**src/rtl/button_seq_check.sv**
```systemverilog
// Judges a player's button presses against a latched sequence of button codes.
// Presses are judged on their rising edge, and each one must be released before the next step.
module button_seq_check #(
  parameter int CODE_W       = 3,
  parameter int MAX_LEN      = 8,
  parameter int LEN_W        = 4,
  parameter int TIMEOUT_CYC  = 50_000_000,
  parameter int TMR_W        = 26,
  parameter int STOP_ON_MISS = 1
) (
  input  logic                      clk,
  input  logic                      rst,
  input  logic                      en,
  input  logic [LEN_W-1:0]          seq_len,
  input  logic [MAX_LEN*CODE_W-1:0] seq_data,
  input  logic [2**CODE_W-1:0]      click,
  output logic                      busy,
  output logic                      press_vld,
  output logic                      press_ok,
  output logic [LEN_W-1:0]          step_idx,
  output logic [LEN_W-1:0]          hits,
  output logic                      timed_out,
  output logic                      done,
  output logic                      correct
);

  localparam int NUM_BTN = 2**CODE_W;

  typedef enum logic [2:0] {
    S_IDLE, S_ARM, S_WAIT, S_RELEASE, S_RESULT, S_DONE
  } state_t;

  state_t                    state_q, state_d;
  logic [MAX_LEN*CODE_W-1:0] seq_q, seq_d;
  logic [LEN_W-1:0]          len_q, len_d;
  logic [LEN_W-1:0]          step_q, step_d;
  logic [LEN_W-1:0]          hits_q, hits_d;
  logic [TMR_W-1:0]          timer_q, timer_d;
  logic                      stale_q, stale_d;
  logic                      tout_q, tout_d;
  logic                      vld_q, vld_d;
  logic                      ok_q, ok_d;
  logic                      done_q, done_d;
  logic                      correct_q, correct_d;

  logic [CODE_W-1:0]         cur_code;
  logic                      match;
  logic                      timeout_hit;
  logic [LEN_W-1:0]          len_clamped;

  assign cur_code    = seq_q[step_q*CODE_W +: CODE_W];
  assign match       = (click == (NUM_BTN'(1) << cur_code));
  assign timeout_hit = (TIMEOUT_CYC != 0) && (timer_q == TMR_W'(TIMEOUT_CYC - 1));
  assign len_clamped = (seq_len > LEN_W'(MAX_LEN)) ? LEN_W'(MAX_LEN) : seq_len;

  always_ff @(posedge clk) begin
    if (rst) begin
      state_q   <= S_IDLE;
      seq_q     <= '0;
      len_q     <= '0;
      step_q    <= '0;
      hits_q    <= '0;
      timer_q   <= '0;
      stale_q   <= 1'b0;
      tout_q    <= 1'b0;
      vld_q     <= 1'b0;
      ok_q      <= 1'b0;
      done_q    <= 1'b0;
      correct_q <= 1'b0;
    end else begin
      state_q   <= state_d;
      seq_q     <= seq_d;
      len_q     <= len_d;
      step_q    <= step_d;
      hits_q    <= hits_d;
      timer_q   <= timer_d;
      stale_q   <= stale_d;
      tout_q    <= tout_d;
      vld_q     <= vld_d;
      ok_q      <= ok_d;
      done_q    <= done_d;
      correct_q <= correct_d;
    end
  end

  // A press already held when the run arms (stale) must be released without consuming a step.
  always_comb begin
    state_d   = state_q;
    seq_d     = seq_q;
    len_d     = len_q;
    step_d    = step_q;
    hits_d    = hits_q;
    timer_d   = timer_q;
    stale_d   = stale_q;
    tout_d    = tout_q;
    vld_d     = 1'b0;
    ok_d      = 1'b0;
    done_d    = done_q;
    correct_d = correct_q;

    case (state_q)
      S_IDLE: begin
        done_d    = 1'b0;
        correct_d = 1'b0;
        step_d    = '0;
        hits_d    = '0;
        tout_d    = 1'b0;
        stale_d   = 1'b0;
        timer_d   = '0;
        if (en) begin
          seq_d   = seq_data;
          len_d   = len_clamped;
          state_d = (len_clamped == '0) ? S_RESULT : S_ARM;
        end
      end
      S_ARM: begin
        timer_d = '0;
        if (click != '0) begin
          stale_d = 1'b1;
          state_d = S_RELEASE;
        end else begin
          state_d = S_WAIT;
        end
      end
      S_WAIT: begin
        if (click != '0) begin
          vld_d   = 1'b1;
          ok_d    = match;
          hits_d  = hits_q + LEN_W'(match);
          state_d = (!match && STOP_ON_MISS != 0) ? S_RESULT : S_RELEASE;
        end else if (timeout_hit) begin
          vld_d   = 1'b1;
          tout_d  = 1'b1;
          state_d = (STOP_ON_MISS != 0) ? S_RESULT : S_RELEASE;
        end else begin
          timer_d = timer_q + TMR_W'(1);
        end
      end
      S_RELEASE: begin
        if (click == '0) begin
          timer_d = '0;
          if (stale_q) begin
            stale_d = 1'b0;
            state_d = S_WAIT;
          end else if (step_q == len_q - LEN_W'(1)) begin
            state_d = S_RESULT;
          end else begin
            step_d  = step_q + LEN_W'(1);
            state_d = S_WAIT;
          end
        end
      end
      S_RESULT: begin
        correct_d = (hits_q == len_q);
        done_d    = 1'b1;
        state_d   = S_DONE;
      end
      S_DONE: begin
        state_d = S_DONE;
      end
      default: state_d = S_IDLE;
    endcase

    // Dropping en wins over anything else judged this cycle.
    if (!en && state_q != S_IDLE) begin
      state_d   = S_IDLE;
      step_d    = '0;
      hits_d    = '0;
      timer_d   = '0;
      stale_d   = 1'b0;
      tout_d    = 1'b0;
      vld_d     = 1'b0;
      ok_d      = 1'b0;
      done_d    = 1'b0;
      correct_d = 1'b0;
    end
  end

  assign busy      = (state_q == S_ARM) || (state_q == S_WAIT) ||
                     (state_q == S_RELEASE) || (state_q == S_RESULT);
  assign press_vld = vld_q;
  assign press_ok  = ok_q;
  assign step_idx  = step_q;
  assign hits      = hits_q;
  assign timed_out = tout_q;
  assign done      = done_q;
  assign correct   = correct_q;

endmodule
```
**config.mk**
```make
export PLATFORM = sky130hd
export DESIGN_NAME = button_seq_check
export DESIGN_NICKNAME = d
export VERILOG_FILES = /design/src/rtl/button_seq_check.sv
export SDC_FILE = /design/constraint.sdc
export NUM_CORES = 1
export LEC_CHECK = 0
export ABC_CLOCK_PERIOD_IN_PS = 5850
export BUFFER_PORTS_ARGS = -buffer_cell sky130_fd_sc_hd__buf_4
export CAP_MARGIN = 40
export CORE_ASPECT_RATIO = 0.9
export CORE_MARGIN = 2
export CORE_UTILIZATION = 45
export CTS_BUF_LIST = sky130_fd_sc_hd__clkbuf_16
export CTS_CLUSTER_DIAMETER = 50
export DETAILED_ROUTE_END_ITERATION = 10
export GPL_TIMING_DRIVEN = 1
export PLACE_DENSITY = 0.63
export SETUP_SLACK_MARGIN = 0.3
export SKIP_LAST_GASP = 1
export SYNTH_ARGS = -nofsm -noshare
export SYNTH_HDL_FRONTEND = slang
export SYNTH_SLANG_ARGS = --single-unit
```
**constraint.sdc**
```tcl
create_clock -name clk -period 5.85 [get_ports clk]
set_clock_uncertainty 0.15 [all_clocks]
set_input_delay 0.8775 -clock clk [delete_from_list [all_inputs] [get_ports clk]]
set_output_delay 0.8775 -clock clk [all_outputs]
set_load 0.01 [all_outputs]
```
Word level (Yosys, flattened, before mapping). Cells that the tools add are included. Widths: inputs -> output; s select.

$add $sub $neg: 4. Multiply operators: 1. $lt $le $gt $ge: 1. Eq/ne operators: 19. Shift-type cells: 2. Multiplexer cells: 31. Bitwise logic cells: 2. Reductions and logical operators: 27.

Operator list (number): $mux 26 (3); $pmux 26 s3 (1); $add 26x1->26 const B (1); $eq 26x26->1 const B (1); $mux 3 (8); $shiftx 24x7->3 (1); $mux 4 (5); $ne 2x2->1 const B (9); $pmux 4 s2 (2); $pmux 3 s5 (1); $reduce_and 3->1 (3); $reduce_bool 3->1 (3); $eq 4x4->1 (2); $eq 8x8->1 (1); $logic_not 8->1 (1); $reduce_and 4->1 (2); $reduce_bool 8->1 (1); $shl 1x3->8 const A (1); $mux 1 (7); $eq 3x2->1 const B (2); $eq 3x3->1 const B (2); $mul 4x2->6 const B (1); $pmux 1 s2 (3); $reduce_bool 2->1 (3); 17 further kinds (23).

Flip-flop bits (word level): 71. Bits of input ports: 39. Output and inout port bits: 14. Word-level logic and storage cells: 99.

Depth between registers and ports, before layout. Gate-level depths: netlist (run 1).

Depth in word-level cells: 7. Mapped depth: 12. Mapped depth without buffers: 11.

Least setup slack after synthesis (run 1). No wires, ideal clock.

Path kind: reg2reg. From: register step_q[1] (netlist: step_idx[1]). To: register hits_q[2] (netlist: hits[2]). Setup time: 0.118 ns. Data arrival time: 2.811 ns. Data required time: 5.582 ns. Setup slack: 2.771 ns. Stages on the path, launching flop included: 13. Path buffers: 1. Period minus slack after synthesis: 3.079 ns. Path through: dfxtp_1 -> buf_6 -> mux4_2 -> mux2i_4 -> nor3b_2 -> or3_1 -> a222oi_1 -> a21boi_2 -> ha_1 -> ha_1 -> nand2_1 -> xor2_1 -> nor2_1.

Longest elaborated chain between the ends: 7.

RTL lines: start: declaration (RTL line 36) `logic [LEN_W-1:0] step_q, step_d;`; start signal: assignment (RTL line 74) `step_q <= step_d;`; $mul 4x2->6 (RTL line 51) `assign cur_code = seq_q[step_q*CODE_W +: CODE_W];`; $shiftx 24x7->3 (RTL line 51); $shl 1x3->8 (RTL line 52) `assign match = (click == (NUM_BTN'(1) << cur_code));`; $eq 8x8->1 (RTL line 52); $add 4x1->4 (RTL line 129) `hits_d = hits_q + LEN_W'(match);`; $mux 4 (RTL line 126) `if (click != '0) begin`; $pmux 4 s2 (RTL line 101) `case (state_q)`; end signal: assignment (RTL line 75) `hits_q <= hits_d;`; end: declaration (RTL line 37) `logic [LEN_W-1:0] hits_q, hits_d;`.

Every way passes these cells. The select of a mux whose other input is x is not followed. A chain may end at the register's enable or synchronous reset.

Worst setup path in the final report (run 1). Same ends and word-level chain as after synthesis.

==> results of run 1 <==
-- layout make-up --
type / instances / area [sq um]
Clock buffer: 9 / 225
Clock inverter: 7 / 57.6
Fill cell: 755 / 3570
Inverter: 9 / 33.8
Multi-Input combinational cell: 344 / 2120
Sequential cell: 71 / 1420
Tap cell: 99 / 124
Timing Repair Buffer: 56 / 435
-- synth_stat cells (9+ instances only) --
master,number,share of area
dfxtp_1,71,0.39
nand3_1,16,0.022
nand2_1,79,0.080
clkbuf_1,19,0.019
nor2_1,44,0.045
xor2_1,17,0.040
a21oi_1,48,0.065
nand4_1,16,0.027
o21ai_0,12,0.016
nor4_1,13,0.022
inv_1,9,0.0092
xnor2_1,16,0.038
-- cells by family (layout without fill, tap and decap cells) --
family                     count (synthesis)  in the layout  share of synthesized area
AOI/OAI and AO/OA                         81             81                      0.129
xor gates and xnor gates                  34             34                     0.0844
adders and majority gates                  5              5                     0.0170
buffers and inverters                     36             81                     0.0397
DFF                                       71             71                      0.385
muxes                                     10             10                     0.0556
and+or+nand+nor                          214            214                      0.289
-- through the flow --
step	power (mW)	hold slack, ns	instance area (sq um)	instances
2_1_floorplan	0.676	0.283	3690	451
4_1_cts	1.27	0.306	4420	595
6_report	1.25	0.303	4420	595
5_1_grt	1.31	0.330	4420	595
3_3_place_gp	0.735	0.289	4110	577
3_5_place_dp	0.747	0.297	4140	579
-- flip-flops by register name (all words and copies together), names as in the netlist --
| register | cells |
|---|---|
| timer_q | 26 |
| hits | 4 |
| step_idx | 4 |
| len_q | 4 |
| timed_out | 1 |
| done | 1 |
| state_q | 3 |
| press_vld | 1 |
| correct | 1 |
| press_ok | 1 |
| stale_q | 1 |
| seq_q | 24 |
-- worst reg2reg max path, stage by stage, from the launching register on --
cell and delay [ns]:
dfxtp_1 0.70, mux4_2 0.63, mux2i_2 0.45, and3b_1 0.24
o21ai_0 0.09, a222oi_1 0.40, a21boi_2 0.27, ha_1 0.19
ha_1 0.14, nand2_1 0.05, xor2_1 0.13, nor2_1 0.05
-- report_power, final --
part / internal, mW / switching [mW] / leakage (nW)
clock network: 0.292 / 0.225 / 0.134
logic: 0.0860 / 0.119 / 0.855
registers: 0.510 / 0.0224 / 0.576
total: 0.888 / 0.367 / 1.57
-- how the worst max path moves through the flow --
stage / from / endpoint / slack [ns] / depth (start not counted)
4_1_cts: step_idx[1]$_SDFFE_PP0P_ / hits[2]$_SDFFE_PP0P_ / 2.24 / 11
6_report: step_idx[1]$_SDFFE_PP0P_ / hits[2]$_SDFFE_PP0P_ / 2.24 / 11
3_3_place_gp: step_idx[1]$_SDFFE_PP0P_ / hits[2]$_SDFFE_PP0P_ / 2.35 / 11
2_1_floorplan: step_idx[1]$_SDFFE_PP0P_ / hits[2]$_SDFFE_PP0P_ / 2.77 / 12
3_5_place_dp: step_idx[1]$_SDFFE_PP0P_ / hits[2]$_SDFFE_PP0P_ / 2.26 / 11
5_1_grt: step_idx[1]$_SDFFE_PP0P_ / hits[2]$_SDFFE_PP0P_ / 1.94 / 11
-- routing by layer --
| metal | part of all wire | global-route usage | wire length (um) | vias to the layer above |
|---|---|---|---|---|
| met1 | 0.51 | 0.299 | 4470 | 1518 |
| met3 | 0.044 | 0.0435 | 384 | 11 |
| met2 | 0.43 | 0.287 | 3750 | 81 |
| met5 | 0 | 0 | 0 | - |
| li1 | - | - | - | 1677 |
| met4 | 0.016 | 0.0742 | 137 | 0 |
==> results.py, run 1 <==
metrics = {
    "pwr": {
        "p_leak_nw": 1.57,
        "p_per_area_nw_per_um2": 284,
        "vdd_ir_drop_max_v": 0.000153,
    },
    "sta": {
        "slew_violations": 0,
        "hold_viol": 0,
        "timing.fmax_mhz": 277,
        "layout_setup_ws_ns": 2.24,
        "rsz0062_at_grt": "no",
        "tns_ns": 0,
        "relSlewSlack": 0.490,
        "worst_pin_slew_ns": 0.756,
        "fin_crit_sh": 0.617,
        "setup_viol": 0,
        "fin_crit_ns": 3.61,
    },
    "flow_run": {
        "maxCapViolCount": 0,
    },
    "yosys": {
        "synth_nets": 495,
        "async_reset_ff_frac": 0,
        "synth-seq-area-share": 0.385,
        "synthDistinctLibCells": 59,
        "yosysWarnings": 0,
        "ys.flop_type": "dfxtp_1",
        "netlist_area_sq_um": 3690,
        "avgSynthCellArea_sq_um": 8.18,
        "syn_inst": 451,
        "ys_ff_latch": 71,
        "synth-edff-count": 0,
    },
    "cells_and_area": {
        "final_cell_mix": "nand2_1, dfxtp_1, buf_4, a21oi_1, nor2_1",
        "final_core_util": 0.553,
        "drive_above_1_share": 0.185,
        "final_common_cell": "nand2_1",
        "diodes": 0,
        "area_growth_pct": 19.8,
        "final_nets": 535,
    },
    "placement": {
        "preCtsSetupSlack_ns": 2.26,
        "routabilityCongestion": 0.813,
        "port_buffers": 52,
        "post-dp-hpwl_um": 6210,
    },
    "critical_path": {
        "critical_path_required_ns": 5.92,
        "r2r_end": "hits[2]$_SDFFE_PP0P_",
        "cp_max_fo": 11,
        "cp.arrival_ns": 3.68,
        "crit_family": "multiplexers",
        "critPathKind": "flip-flop to flip-flop",
        "max_stage_delay_ns": 0.70,
        "r2r-start": "step_idx[1]$_SDFFE_PP0P_",
        "crit_slowest_cell": "dfxtp_1",
        "rr_worst_depth": 11,
        "crit_top_cell": "ha_1",
        "setup.worst_path.end_class": "flip-flop",
        "critPathLaunchType": "flip-flop",
        "r2r_slack_ns": 2.24,
        "crit_path_cell_trace": "mux4_2, mux2i_2, and3b_1, o21ai_0, a222oi_1, a21boi_2, ha_1, ha_1, nand2_1, xor2_1, nor2_1",
        "path_buf_inv": 0,
    },
    "clocking": {
        "post_cts_buffers": 0,
        "clkTransAtPathRegs_ns": 0.06,
        "clock-sinks": 71,
        "hold_buffers": 0,
        "htree_num_levels": 3,
        "worstSkewPairLatency_ns": 0.34,
        "cts_buffer_depth": 2,
        "root_buffer": "clkbuf_16",
        "ctsResizeCount": 0,
        "cts_buffers": 9,
        "cts_tree": "yes",
    },
    "drt": {
        "wl_per_cell_um": 14.7,
        "drc": 0,
        "dr.pass1.iters": 4,
        "routed_wl_um": 8750,
        "viasPerCell": 5.52,
        "vias": 3287,
        "ant_nets": 0,
        "initialDrtViolationCount": 190,
    },
    "hold_path": {
        "hold_depth": 2,
        "holdPathEnd": "seq_q[10]$_SDFFE_PP0P_",
        "hold_class": "flip-flop to flip-flop",
        "hold_start": "seq_q[10]$_SDFFE_PP0P_",
    },
    "floorplan": {
        "floorplan.initialDensity": 0.462,
        "pin_count": 53,
        "die_w_um": 99.5,
        "core_area_sq_um": 7990,
        "die_area_sq_um": 8940,
        "core.rowCount": 31,
        "die_y_um": 89.9,
    },
    "global_routing": {
        "grt_pass1_wl_um": 14500,
        "overflow": 0,
        "antenna_found_initial": 0,
        "grt_pass1_vias": 2942,
        "track_usage": 0.202,
        "grt_start_max_net_pins": 32,
    },
    "run_status": {
        "status": "finished clean",
    },
}
(Power assumes the default switching activity.)
==> inputs of run 2 (changes only) <==
--- a/config.mk
+++ b/config.mk
@@ -5,7 +5,8 @@
 export SDC_FILE = /design/constraint.sdc
 export NUM_CORES = 1
 export LEC_CHECK = 0
-export ABC_CLOCK_PERIOD_IN_PS = 5850
+export ABC_AREA = 1
+export ABC_CLOCK_PERIOD_IN_PS = 3170
 export BUFFER_PORTS_ARGS = -buffer_cell sky130_fd_sc_hd__buf_4
 export CAP_MARGIN = 40
 export CORE_ASPECT_RATIO = 0.9
@@ -15,7 +16,7 @@
 export CTS_CLUSTER_DIAMETER = 50
 export DETAILED_ROUTE_END_ITERATION = 10
 export GPL_TIMING_DRIVEN = 1
-export PLACE_DENSITY = 0.63
+export PLACE_DENSITY = 0.65
 export SETUP_SLACK_MARGIN = 0.3
 export SKIP_LAST_GASP = 1
 export SYNTH_ARGS = -nofsm -noshare
==> constraint.sdc (replaced) <==
create_clock -name clk -period 3.17 [get_ports clk]
set_clock_uncertainty 0.15 [all_clocks]
set_input_delay 0.4755 -clock clk [delete_from_list [all_inputs] [get_ports clk]]
set_output_delay 0.4755 -clock clk [all_outputs]
set_load 0.01 [all_outputs]
==> run 2 against run 1 <==
Compared with the run above:
- area after synthesis up 9.5%
- global-route usage up 1.8 points
- routed wire length up 16%
- utilization up 0.29 points
- first-iteration DRC count up 42%
- register-to-register slack worse by 1.7 ns
- clock power up 65%
- critical endpoint unchanged
- largest power group unchanged
- highest routed layer unchanged
==> results.py, run 2 <==
metrics = {
    "run_status": {
        "status": "finished clean",
    },
    "yosys": {
        "async_reset_ff_frac": 0,
        "synth.area.top_cells": "dfxtp_1, nand2_1, a21oi_1, inv_1, nor2_1",
        "netlist_area_sq_um": 4040,
        "synth-seq-area-share": 0.352,
        "yosysTopAreaCellShare": 0.352,
        "yosysWarnings": 0,
        "yosysMostFrequentCell": "nand2_1",
        "synth-edff-count": 0,
        "ys_top_cells_by_count": "nand2_1, inv_1, dfxtp_1",
        "synth_nets": 646,
        "syn_inst": 602,
        "avgSynthCellArea_sq_um": 6.71,
        "ys.flop_type": "dfxtp_1",
        "ys_ff_latch": 71,
        "synthDistinctLibCells": 38,
        "yosys.area.top_type": "dfxtp_1",
    },
    "placement": {
        "port_buffers": 52,
        "post-dp-hpwl_um": 7710,
        "dp_cells": 765,
        "preCtsSetupSlack_ns": 0.465,
        "placed_area_sq_um": 4560,
        "routabilityCongestion": 0.894,
    },
    "clocking": {
        "root_buffer": "clkbuf_16",
        "post_cts_buffers": 0,
        "clock-sinks": 71,
        "clkTransAtPathRegs_ns": 0.05,
        "cts_tree": "yes",
        "cts_buffer_depth": 2,
        "worstSkewPairLatency_ns": 0.33,
        "htree_num_levels": 3,
        "cts_buffers": 9,
    },
    "global_routing": {
        "top_usage_layer": "met1",
        "gr-usage-met2": 0.291,
        "track_usage": 0.220,
        "antenna_found_initial": 0,
        "overflow": 0,
        "grt_start_max_net_pins": 54,
        "grt_pass1_wl_um": 17500,
        "use_met1": 0.349,
        "grt_pass1_vias": 3614,
        "grtUsageMet3": 0.0354,
    },
    "critical_path": {
        "crit_family": "simple AND/OR/NAND/NOR gates",
        "setup.worst_path.end_class": "flip-flop",
        "path_buf_inv": 3,
        "critical_path_required_ns": 3.27,
        "cp_max_fo": 11,
        "crit_path_cell_trace": "inv_1, nand3_1, nand3_1, nand3_2, nor2_4, nand3_1, nand2_1, inv_1, nand2_1, nor2_2, nand2_1, inv_1, ha_1, ha_1, and3_1, nor3_1",
        "cp.arrival_ns": 2.69,
        "max_stage_delay_ns": 0.38,
        "crit_slowest_cell": "dfxtp_2",
        "critPathLaunchType": "flip-flop",
        "critPathKind": "flip-flop to flip-flop",
    },
    "pwr": {
        "clkPwrFrac": 0.289,
        "p_per_area_nw_per_um2": 613,
        "combPwrFrac": 0.352,
        "seqPwrFrac": 0.359,
        "vdd_ir_drop_max_v": 0.000312,
        "swShare": 0.373,
        "p_sw_mw": 1.10,
        "p_leak_nw": 1.93,
        "intPower_mw": 1.85,
        "total_power_mw": 2.95,
    },
    "sta": {
        "tns_ns": 0,
        "hold_viol": 0,
        "setup_viol": 0,
        "timing.fmax_mhz": 386,
        "worst_pin_slew_ns": 0.800,
        "rsz0062_at_grt": "no",
        "layout_setup_ws_ns": 0.577,
        "relSlewSlack": 0.466,
        "fin_crit_ns": 2.59,
        "slew_violations": 0,
        "fin_crit_sh": 0.818,
        "holdWs_ns": 0.220,
    },
    "drt": {
        "wl_per_cell_um": 13.0,
        "drc": 0,
        "routed_wl_um": 10100,
        "initialDrtViolationCount": 269,
        "dr.pass1.iters": 5,
        "viasPerCell": 5.19,
        "ant_nets": 0,
        "vias": 4036,
    },
    "floorplan": {
        "floorplan.initialDensity": 0.467,
        "die_w_um": 104,
        "core.rowCount": 32,
        "pin_count": 53,
        "die_area_sq_um": 9750,
        "core_area_sq_um": 8650,
        "die_y_um": 93.9,
    },
    "hold_path": {
        "hold_class": "input pin to flip-flop",
    },
    "cells_and_area": {
        "final_cell_mix": "nand2_1, inv_1, dfxtp_1, buf_4",
        "regMostFlops": "timer_q",
        "drive_above_1_share": 0.153,
        "final_core_util": 0.556,
        "area_growth_pct": 19.1,
        "fillers": 856,
        "regArea_sq_um": 1420,
        "reg_top3": "timer_q (26), seq_q (24)",
        "final_cell_area_sq_um": 4810,
        "layout.cells.non_filler": 778,
        "final_common_cell": "nand2_1",
        "multi_input_area_sq_um": 2220,
        "largest_reg_flops": 26,
        "diodes": 0,
        "final_nets": 701,
    },
    "flow_run": {
        "maxCapViolCount": 0,
    },
}
-- run 2: cell count changes after synthesis, sizes merged, moves of 5 or more --
cell	before	now
inv	9	82
mux4	6	0
nor3	7	16
a21oi	48	62
clkbuf	19	10
or3	7	0
o21ai	14	38
a211oi	2	7
xnor2	16	8
nand2	79	132
nand3	16	41
nor2	44	65
-- run 2: final cells by class --
class                      instances  share of cell area
clock buffer                       9              0.0468
clock inverter                     4             0.00390
inverter                          85              0.0664
multi-input combinational        429               0.461
sequential                        71               0.296
tap                              119              0.0310
timing repair buffer              61              0.0952
-- run 2: cells by family (layout without fill, tap and decap cells) --
| group | after synthesis | in the layout | share of synthesized area |
|---|---|---|---|
| adder cells (fa/ha/maj) | 5 | 5 | 0.0155 |
| AND/OR/NAND/NOR | 289 | 289 | 0.334 |
| AO/OA/AOI/OAI | 114 | 114 | 0.153 |
| buffers and inverters | 102 | 159 | 0.0994 |
| XOR/XNOR | 21 | 21 | 0.0455 |
| flip-flops | 71 | 71 | 0.352 |
-- run 2: power by group through the flow --
stage / combinational, mW / clock [mW] / sequential, mW
2_1_floorplan: 0.767 / 0 / 1.06
5_1_grt: 1.18 / 0.905 / 1.07
3_3_place_gp: 1.01 / 0 / 1.07
3_5_place_dp: 1.03 / 0 / 1.07
4_1_cts: 1.03 / 0.867 / 1.06
6_report: 1.04 / 0.851 / 1.06
-- run 2: what timing repair did --
| action | 4_1_cts | 5_1_grt |
|---|---|---|
| setup endpoints to repair | 0 | 3 |
| resized for setup | 0 | 1 |
| hold buffers | 0 | 0 |
-- run 2: final timing paths --
| kind | start | end | slack [ns] | cells past startpoint |
|---|---|---|---|---|
| worst min-delay path | rst | len_q[0]$_SDFFE_PP0P_ | 0.22 | 2 |
| worst min register to register | seq_q[12]$_SDFFE_PP0P_ | seq_q[12]$_SDFFE_PP0P_ | 0.31 | 2 |
| worst max-delay path | step_idx[1]$_SDFFE_PP0P_ | hits[2]$_SDFFE_PP0P_ | 0.58 | 16 |
| worst max register to register | step_idx[1]$_SDFFE_PP0P_ | hits[2]$_SDFFE_PP0P_ | 0.58 | 16 |
-- run 2: routing by layer --
metal  share of wire  vias to the layer above
li1                -                     2094
met1            0.54                     1797
met2            0.38                      133
met3           0.069                       12
met4           0.012                        0
met5               0                        -
==> inputs of run 3 (changes only) <==
--- a/config.mk
+++ b/config.mk
@@ -6,7 +6,7 @@
 export NUM_CORES = 1
 export LEC_CHECK = 0
 export ABC_AREA = 1
-export ABC_CLOCK_PERIOD_IN_PS = 3170
+export ABC_CLOCK_PERIOD_IN_PS = 2700
 export BUFFER_PORTS_ARGS = -buffer_cell sky130_fd_sc_hd__buf_4
 export CAP_MARGIN = 40
 export CORE_ASPECT_RATIO = 0.9
@@ -16,7 +16,7 @@
 export CTS_CLUSTER_DIAMETER = 50
 export DETAILED_ROUTE_END_ITERATION = 10
 export GPL_TIMING_DRIVEN = 1
-export PLACE_DENSITY = 0.65
+export PLACE_DENSITY = 0.63
 export SETUP_SLACK_MARGIN = 0.3
 export SKIP_LAST_GASP = 1
 export SYNTH_ARGS = -nofsm -noshare
==> constraint.sdc (replaced) <==
create_clock -name clk -period 2.7 [get_ports clk]
set_clock_uncertainty 0.15 [all_clocks]
set_input_delay 0.405 -clock clk [delete_from_list [all_inputs] [get_ports clk]]
set_output_delay 0.405 -clock clk [all_outputs]
set_load 0.01 [all_outputs]
==> run 3 against run 2 <==
Compared with the run above:
- fmax increased by 4.0%
- clock power rose by 41%
- count of clock-buffer cells in the layout is the same
- global-route usage rose by 2.2 points
==> results.py, run 3 (synthesized netlist as in run 2, its figures left out) <==
metrics = {
    "drt": {
        "wl_per_cell_um": 14.6,
        "initialDrtViolationCount": 339,
        "drc": 0,
        "dr.pass1.iters": 5,
        "viasPerCell": 5.28,
        "ant_nets": 0,
        "vias": 4185,
        "routed_wl_um": 11600,
    },
    "floorplan": {
        "die_y_um": 93.9,
        "core_area_sq_um": 8650,
        "core.rowCount": 32,
        "pin_count": 53,
        "die_area_sq_um": 9750,
        "floorplan.initialDensity": 0.467,
        "die_w_um": 104,
    },
    "pwr": {
        "swShare": 0.395,
        "seqPwrFrac": 0.307,
        "p_leak_nw": 2.09,
        "clkPwrFrac": 0.290,
        "vdd_ir_drop_max_v": 0.000401,
        "p_sw_mw": 1.64,
        "combPwrFrac": 0.404,
        "intPower_mw": 2.50,
        "p_per_area_nw_per_um2": 772,
    },
    "cells_and_area": {
        "final_nets": 713,
        "fillers": 787,
        "reg_top3": "timer_q (26), seq_q (24)",
        "regMostFlops": "timer_q",
        "diodes": 0,
        "largest_reg_flops": 26,
        "layout.cells.non_filler": 793,
        "final_cell_mix": "nand2_1, inv_1, dfxtp_1, buf_4, nor2_1",
        "final_common_cell": "nand2_1",
        "drive_above_1_share": 0.252,
        "area_growth_pct": 32.8,
    },
    "critical_path": {
        "critPathLaunchType": "flip-flop",
        "setup.worst_path.end_class": "flip-flop",
        "critical_path_required_ns": 2.80,
        "r2r_slack_ns": 0.21,
        "cp.arrival_ns": 2.60,
        "critPathKind": "flip-flop to flip-flop",
        "cp_max_fo": 15,
    },
    "global_routing": {
        "grt_pass1_vias": 3977,
        "antenna_found_initial": 0,
        "grt_start_max_net_pins": 54,
        "track_usage": 0.242,
        "grt_pass1_wl_um": 19100,
        "overflow": 0,
    },
    "sta": {
        "hold_viol": 0,
        "rsz0062_at_grt": "yes",
        "fin_crit_ns": 2.49,
        "worst_pin_slew_ns": 0.801,
        "relSlewSlack": 0.465,
        "fin_crit_sh": 0.923,
        "timing.fmax_mhz": 401,
        "holdWs_ns": 0.124,
        "layout_setup_ws_ns": 0.207,
        "setup_viol": 0,
        "tns_ns": 0,
        "slew_violations": 0,
    },
    "clocking": {
        "clkTransAtPathRegs_ns": 0.06,
        "clock-sinks": 71,
        "worstSkewPairLatency_ns": 0.34,
        "htree_num_levels": 3,
        "hold_buffers": 0,
        "cts_buffer_depth": 2,
        "cts_buffers": 9,
        "cts_tree": "yes",
        "root_buffer": "clkbuf_16",
    },
    "placement": {
        "dp_cells": 770,
        "routabilityCongestion": 0.934,
        "post-dp-hpwl_um": 7990,
        "preCtsSetupSlack_ns": 0.175,
        "port_buffers": 52,
    },
    "flow_run": {
        "maxCapViolCount": 0,
    },
    "run_status": {
        "status": "finished clean",
    },
    "hold_path": {
        "hold_class": "input pin to flip-flop",
    },
}
## run 3: cell types whose count changed in the layout (fill, tap and decap cells not counted), moves of 4 or more
cell	delta
buf_4	+6
inv_1	-5
nand2_1	-22
nand2_2	+16
nand2_4	+5
nand3_1	-17
nand3_2	+8
nand3_4	+10
nor2_4	+4
## run 3: through the flow
stage | utilization | area (sq um) | power, mW
2_1_floorplan | - | 4040 | 2.15
3_3_place_gp | 0.534 | 4610 | 2.50
3_5_place_dp | 0.534 | 4610 | 2.52
4_1_cts | 0.590 | 5100 | 3.89
5_1_grt | 0.620 | 5360 | 4.37
6_report | 0.620 | 5360 | 4.14
## run 3: area by class of cell
| class | count | area, sq um | share of cell area |
|---|---|---|---|
| repair buffers | 72 | 593 | 0.111 |
| clock inverters | 7 | 71.3 | 0.0133 |
| flip-flops and latches | 71 | 1430 | 0.266 |
| multi-input cells | 430 | 2560 | 0.477 |
| inverters | 85 | 338 | 0.0630 |
| clock buffers | 9 | 225 | 0.0420 |
| well taps | 119 | 149 | 0.0278 |
## run 3: power groups by stage
stage	clock [mW]	sequential (mW)	combinational, mW
after floorplan	0	1.25	0.901
after global placement	0	1.25	1.24
after detailed placement	0	1.26	1.26
after CTS	1.21	1.25	1.43
after global routing	1.26	1.28	1.83
final	1.20	1.27	1.67
## run 3: layer usage
layer	GRT usage	share of wire
met5	0	0
met4	0.0586	0.0071
met3	0.0548	0.076
met2	0.357	0.42
met1	0.357	0.49
## run 3: repair_timing
item | CTS | global route
setup endpoints to repair | 3 | 16
setup buffers | 3 | 2
cloned | 2 | 0
pin swaps | 19 | 29
resized for setup | 36 | 56
## run 3: path summary, 6_finish.rpt
path / from / to / cells after the start
max: step_idx[0]$_SDFFE_PP0P_ / hits[2]$_SDFFE_PP0P_ / 17
min: rst / len_q[1]$_SDFFE_PP0P_ / 2
max reg2reg: step_idx[0]$_SDFFE_PP0P_ / hits[2]$_SDFFE_PP0P_ / 17
min reg2reg: seq_q[9]$_SDFFE_PP0P_ / seq_q[9]$_SDFFE_PP0P_ / 2
## run 3: worst max-delay path, cell delays in order (launching register included)
cell and delay [ns]:
dfxtp_4 0.43, inv_8 0.08, nand2_1 0.12, nand3_4 0.09
nand3_4 0.08, nand2_2 0.07, nor2_4 0.22, nand3_1 0.12
nand2_1 0.08, nand2_1 0.06, nand3_2 0.09, nor2_4 0.05
nand2_2 0.08, inv_2 0.05, ha_4 0.16, ha_4 0.15
and3_4 0.17, nor3_2 0.16
